$ cat src/rtl/i2s_stereo_recorder.sv
// rtl/i2s_stereo_recorder.sv - I2S stereo capture engine with valid/ready sample output
//
// Deserialises DATA_W-bit samples from the left/right LRC slots (BCLK domain)
// and presents them one at a time, tagged with channel and sequential address.
//
// Build option: define I2S_RX_LJ_MODE_EN for left-justified framing (no delay
// bit); leave it undefined for standard I2S with a 1-bit delay.
//
// Ports:
//   i_clk       codec BCLK, rising edge
//   i_rst_n     asynchronous active-low reset
//   i_lrc       ADCLRCK, 0 = left slot, 1 = right slot
//   i_data      ADCDAT serial data, MSB first
//   i_ch_en     bit0 = capture left, bit1 = capture right
//   i_start     control pulse: begin / resume capture
//   i_pause     control pulse: suspend capture, keep address
//   i_stop      control pulse: return to idle, clear address
//   i_ready     downstream accepts the held sample this cycle
//   o_valid     a sample is held on o_data/o_ch/o_addr
//   o_data      captured sample, raw two's complement
//   o_ch        channel of o_data (0 = left, 1 = right)
//   o_addr      address for o_data
//   o_ovf       sticky: a completed sample was dropped
//   o_full      address space exhausted
//   o_busy      state is S_SYNC or S_RUN
module i2s_stereo_recorder #(
  parameter int DATA_W = 16,
  parameter int ADDR_W = 20
) (
  input  logic              i_clk,
  input  logic              i_rst_n,
  input  logic              i_lrc,
  input  logic              i_data,
  input  logic [1:0]        i_ch_en,
  input  logic              i_start,
  input  logic              i_pause,
  input  logic              i_stop,
  input  logic              i_ready,
  output logic              o_valid,
  output logic [DATA_W-1:0] o_data,
  output logic              o_ch,
  output logic [ADDR_W-1:0] o_addr,
  output logic              o_ovf,
  output logic              o_full,
  output logic              o_busy
);

  localparam int CNT_W = $clog2(DATA_W + 1);
  localparam logic [CNT_W-1:0] CNT_MAX  = CNT_W'(DATA_W);
  localparam logic [CNT_W-1:0] CNT_LAST = CNT_W'(DATA_W - 1);

  typedef enum logic [2:0] {
    S_IDLE,
    S_SYNC,
    S_RUN,
    S_PAUSE,
    S_FULL
  } state_t;

  state_t             state_q, state_d;
  logic               lrc_q;
  logic [CNT_W-1:0]   bcnt_q;
  logic [DATA_W-2:0]  shift_q;
  logic [ADDR_W-1:0]  addr_q;

  logic               slot_edge;
  logic               fall_edge;
  logic               run_like;
  logic               cap_slot;
  logic [CNT_W-1:0]   eff_cnt;
  logic [DATA_W-2:0]  eff_shift;
  logic               capture;
  logic               complete;
  logic               xfer;
  logic               xfer_last;
  logic               load;
  logic               drop;
  logic               idle_start;

  assign slot_edge = i_lrc ^ lrc_q;
  assign fall_edge = slot_edge & ~i_lrc;

  // The falling edge that moves S_SYNC to S_RUN already belongs to the first
  // left slot; in left-justified framing it carries the MSB, so treat it as a
  // running cycle for capture purposes.
  assign run_like = (state_q == S_RUN) | ((state_q == S_SYNC) & fall_edge);

`ifdef I2S_RX_LJ_MODE_EN
  assign cap_slot = 1'b1;
`else
  assign cap_slot = ~slot_edge;  // edge cycle is the I2S delay bit
`endif

  // A slot edge restarts the word: view counter and shifter as empty.
  assign eff_cnt   = slot_edge ? '0 : bcnt_q;
  assign eff_shift = slot_edge ? '0 : shift_q;

  assign capture   = run_like & i_ch_en[i_lrc] & cap_slot & (eff_cnt < CNT_MAX)
                   & ~i_stop & ~i_pause;
  assign complete  = capture & (eff_cnt == CNT_LAST);
  assign xfer      = o_valid & i_ready;
  assign xfer_last = xfer & (&addr_q);
  // Once the last address transfers, capture ends even for a coinciding word.
  assign load      = complete & (~o_valid | i_ready) & ~xfer_last;
  assign drop      = complete & o_valid & ~i_ready;
  assign idle_start = (state_q == S_IDLE) & i_start & ~i_stop;

  assign o_busy = (state_q == S_SYNC) | (state_q == S_RUN);

  always_ff @(posedge i_clk or negedge i_rst_n) begin
    if (!i_rst_n) begin
      state_q <= S_IDLE;
    end else begin
      state_q <= state_d;
    end
  end

  always_comb begin
    state_d = state_q;
    if (i_stop) begin
      state_d = S_IDLE;
    end else begin
      case (state_q)
        S_IDLE:  if (i_start) state_d = S_SYNC;
        S_SYNC: begin
          if (i_pause)        state_d = S_PAUSE;
          else if (fall_edge) state_d = S_RUN;
        end
        S_RUN:   if (i_pause) state_d = S_PAUSE;
        S_PAUSE: if (i_start) state_d = S_SYNC;
        S_FULL:  state_d = S_FULL;
        default: state_d = S_IDLE;
      endcase
      if (xfer_last) state_d = S_FULL;
    end
  end

  always_ff @(posedge i_clk or negedge i_rst_n) begin
    if (!i_rst_n) begin
      lrc_q   <= 1'b0;
      bcnt_q  <= '0;
      shift_q <= '0;
      addr_q  <= '0;
      o_valid <= 1'b0;
      o_data  <= '0;
      o_ch    <= 1'b0;
      o_addr  <= '0;
      o_ovf   <= 1'b0;
      o_full  <= 1'b0;
    end else begin
      lrc_q <= i_lrc;

      if (i_stop | i_pause) begin
        bcnt_q  <= '0;
        shift_q <= '0;
      end else if (capture) begin
        bcnt_q  <= eff_cnt + CNT_W'(1);
        shift_q <= {eff_shift[DATA_W-3:0], i_data};
      end else if (slot_edge) begin
        bcnt_q  <= '0;
        shift_q <= '0;
      end

      if (i_stop) begin
        o_valid <= 1'b0;
      end else if (load) begin
        o_valid <= 1'b1;
        o_data  <= {eff_shift, i_data};
        o_ch    <= i_lrc;
        // On a back-to-back transfer the counter advances this same edge.
        o_addr  <= xfer ? addr_q + ADDR_W'(1) : addr_q;
      end else if (xfer) begin
        o_valid <= 1'b0;
      end

      if (i_stop || idle_start) begin
        addr_q <= '0;
      end else if (xfer && !xfer_last) begin
        addr_q <= addr_q + ADDR_W'(1);
      end

      if (idle_start) begin
        o_ovf <= 1'b0;
      end else if (drop) begin
        o_ovf <= 1'b1;
      end

      if (idle_start) begin
        o_full <= 1'b0;
      end else if (xfer_last && !i_stop) begin
        o_full <= 1'b1;
      end
    end
  end

endmodule

$ cat config.mk
export PLATFORM = sky130hd
export DESIGN_NAME = i2s_stereo_recorder
export DESIGN_NICKNAME = d
export VERILOG_FILES = /design/src/rtl/i2s_stereo_recorder.sv
export SDC_FILE = /design/constraint.sdc
export NUM_CORES = 1
export LEC_CHECK = 0
export CORE_UTILIZATION = 60
export CTS_CLUSTER_SIZE = 25
export DETAILED_ROUTE_END_ITERATION = 10
export PLACE_DENSITY = 0.88
export SYNTH_ARGS = -nofsm -noshare
export SYNTH_HDL_FRONTEND = slang
export SYNTH_SLANG_ARGS = --single-unit
$ cat constraint.sdc
create_clock -name i_clk -period 5.86 [get_ports i_clk]
set_input_delay 0.586 -clock i_clk [delete_from_list [all_inputs] [get_ports i_clk]]
set_output_delay 0.586 -clock i_clk [all_outputs]
set_load 0.005 [all_outputs]
==> impl_metrics.env <==
export IMPL_cp_start_kind="input pin"
export IMPL_grt_max_degree=85
export IMPL_slew_limit_headroom_pct=23.2
export IMPL_finalPower_w=0.00103
export IMPL_outcome="complete, but fails checks"
export IMPL_crit_fanout=21
export IMPL_grt_pass1_wl_mm=14.3
export IMPL_place_gp_congestion=0.843
export IMPL_netlist_area_sq_mm=0.00412
export IMPL_r2r_end="o_addr[5]"
export IMPL_maxSlewViolCount=0
export IMPL_ctsHoldBuffers=0
export IMPL_r2r_start="lrc_q"
export IMPL_dr_pass1_iters=9
export IMPL_synth_area_per_cell_sq_um=10.2
export IMPL_synth_edff_count=0
export IMPL_fin_util_pct=73.6
export IMPL_antennaDiodeCount=0
export IMPL_postCtsSetupBuffers=0
export IMPL_synth_nets=416
export IMPL_finalCritPeriodShare_pct=54.8
export IMPL_tritoncts="built"
export IMPL_grt_pass1_vias=3083
export IMPL_max_cap_viol_count=0
export IMPL_postRouteAntennaNets=0
export IMPL_die_h_microns=84.9
export IMPL_drt_drc_violations_left=5
export IMPL_num_vias=3045
export IMPL_rsz0062_at_grt="no"
export IMPL_clkSlewWorstSetupHoldPaths_ns=0.07
export IMPL_clk_insertion_delay_late_ns=0.35
export IMPL_whs_ns=0.393
export IMPL_via_per_inst=5.83
export IMPL_end_kind="flop"
export IMPL_syn_to_final_growth_pct=16.1
export IMPL_antenna_found_initial=0
export IMPL_dp_hpwl_mm=5.57
export IMPL_tns_ns=0
export IMPL_synthFlopType="dfrtp_1"
export IMPL_ys_ff_latch=84
export IMPL_clkSinkCount=84
export IMPL_numCtsBuffers=9
export IMPL_cts_root_buf="clkbuf_8"
export IMPL_htreeDepth=3
export IMPL_final_min_clock_period_ns=3.21
export IMPL_die_area_sq_mm=0.00720
export IMPL_grt_usage_pct=25.5
export IMPL_netlist_instances=402
export IMPL_final_cells=522
export IMPL_io_pins=51
export IMPL_rows=29
export IMPL_fmax_mhz=311
export IMPL_clock_skew_ns=0.00469
export IMPL_critical_path_class="in2reg"
export IMPL_port_buffers=50
export IMPL_clockBufferDepth=2
export IMPL_power_density_mw_per_mm2=215
export IMPL_wl_mm=8.20
export IMPL_worst_pin_slew_ns=1.14
export IMPL_async_flop_share_pct=100
export IMPL_worstPathRequired_ns=6.09
export IMPL_drive_above_1_share_pct=7.87
export IMPL_overflow=0
export IMPL_cts_resized=0
export IMPL_initial_core_util_pct=63.4
export IMPL_violations="DRC"
export IMPL_timing_reg2reg_setup_slack_ns=3.11
export IMPL_p_leak_nw=2.34
export IMPL_worstPathArrival_ns=3.44
export IMPL_hp_class="in2async"
export IMPL_yosysUniqueCellTypes=42
export IMPL_ys_warnings_count=0
export IMPL_first_iter_violations=272
export IMPL_setup_violations=0
export IMPL_core_sq_mm=0.00649
export IMPL_nets=458
export IMPL_dp_cells=510
export IMPL_wire_per_inst_microns=15.7
export IMPL_die_w_microns=84.9
export IMPL_peakVddDrop_mv=0.154
export IMPL_r2r_cells=9
export IMPL_ys_seq_area_share_pct=51.0
export IMPL_hold_viol_final=0
==> kinds of logic after synthesis <==
group,Yosys count,synth area share (%)
adder cells (fa/ha/maj),4,1.22
flip-flops,84,51.0
XOR/XNOR,31,6.59
multiplexers,43,12.3
AO/OA/AOI/OAI,51,7.87
buffers and inverters,42,4.31
AND/OR/NAND/NOR,147,16.6
==> cell usage in the layout, fill, tap and decap left out, drive strengths merged, types with 2 or more instances in the layout <==
cell type / count
dfrtp: 84
nor2: 65
clkdlybuf4s50: 49
nand2: 30
mux2: 23
mux2i: 20
a21oi: 20
inv: 19
xnor2: 17
xor2: 14
clkbuf: 12
nand4: 11
a31oi: 11
o21ai: 8
nand3: 5
a211oi: 5
nor3: 5
buf: 5
and2: 4
nand2b: 4
and3: 4
ha: 4
or3: 3
nor2b: 3
or2: 2
nand3b: 2
nor4: 2
a22oi: 2
nor4b: 2
==> worst max-delay path, cell delays in order <==
cell and delay [ns]:
clkdlybuf4s50_1 0.53, inv_1 0.07, ha_1 0.70, and2_1 0.27
ha_1 0.17, nand2_1 0.05, nor2_1 0.09, ha_1 0.19
nand4_1 0.12, buf_4 0.28, mux2_1 0.36
==> registers in the layout, indices dropped and copies added (netlist names) <==
register	flops
o_full	1
shift_q	15
o_valid	1
bcnt_q	5
o_addr	20
o_data	16
state_q	3
o_ovf	1
addr_q	20
o_ch	1
lrc_q	1
==> cells in the mapped netlist (all sizes together), types with 2 or more instances <==
master,count,area share (%)
dfrtp,84,51
nor2,65,5.9
nand2,30,2.7
mux2,23,7.5
a21oi,20,2.4
mux2i,20,4.9
inv,19,1.7
xnor2,17,3.6
clkbuf,15,1.4
xor2,14,3.0
a31oi,11,1.7
nand4,11,1.7
buf,8,1.2
o21ai,8,0.97
a211oi,5,0.91
nand3,5,0.61
nor3,5,0.61
and2,4,0.61
and3,4,0.61
ha,4,1.2
nand2b,4,0.61
nor2b,3,0.46
or3,3,0.46
a22oi,2,0.36
nand3b,2,0.36
nor4,2,0.30
nor4b,2,0.43
or2,2,0.30
==> where the power goes <==
group          switching (W)  internal [W]
Combinational      0.0000538     0.0000360
Clock               0.000188      0.000157
Sequential        0.00000981      0.000584
Total               0.000251      0.000776
==> metal layers <==
metal  vias up  global-route usage [%]  share of wire [%]  routed length [microns]
li1       1444                       -                  -                        -
met1      1495                    34.2                 45                     3670
met2        91                    40.8                 48                     3970
met3        15                    6.23                4.8                      395
met4         0                    9.24                1.9                      159
met5         -                       0                  0                        0
==> worst max-delay path by stage <==
stage           from         end  slack, ns  depth (start not counted)
2_1_floorplan  i_lrc  o_addr[14]       3.18                         10
3_3_place_gp   i_lrc   o_addr[3]       2.39                         11
3_5_place_dp   i_lrc   o_addr[0]       2.27                         11
4_1_cts        i_lrc   o_addr[0]       2.65                         11
5_1_grt        i_lrc   o_addr[0]       2.42                         11
6_report       i_lrc   o_addr[5]       2.65                         11
==> cell type report <==
cell class              instances  area (sq um)
clock buffers                  12           145
fillers                       459          1710
inverters                      19          71.3
multi-input cells             276          1840
flip-flops and latches         84          2100
well taps                      77          96.3
repair buffers                 54           528
==> through the flow <==
step                      instance area, sq um  setup slack [ns]
after floorplan                           4120              3.18
after detailed placement                  4640              2.27
after CTS                                 4780              2.65
after global placement                    4640              2.39
after global routing                      4780              2.42
final                                     4780              2.65
No activity file was read; power rests on OpenSTA's default activity.
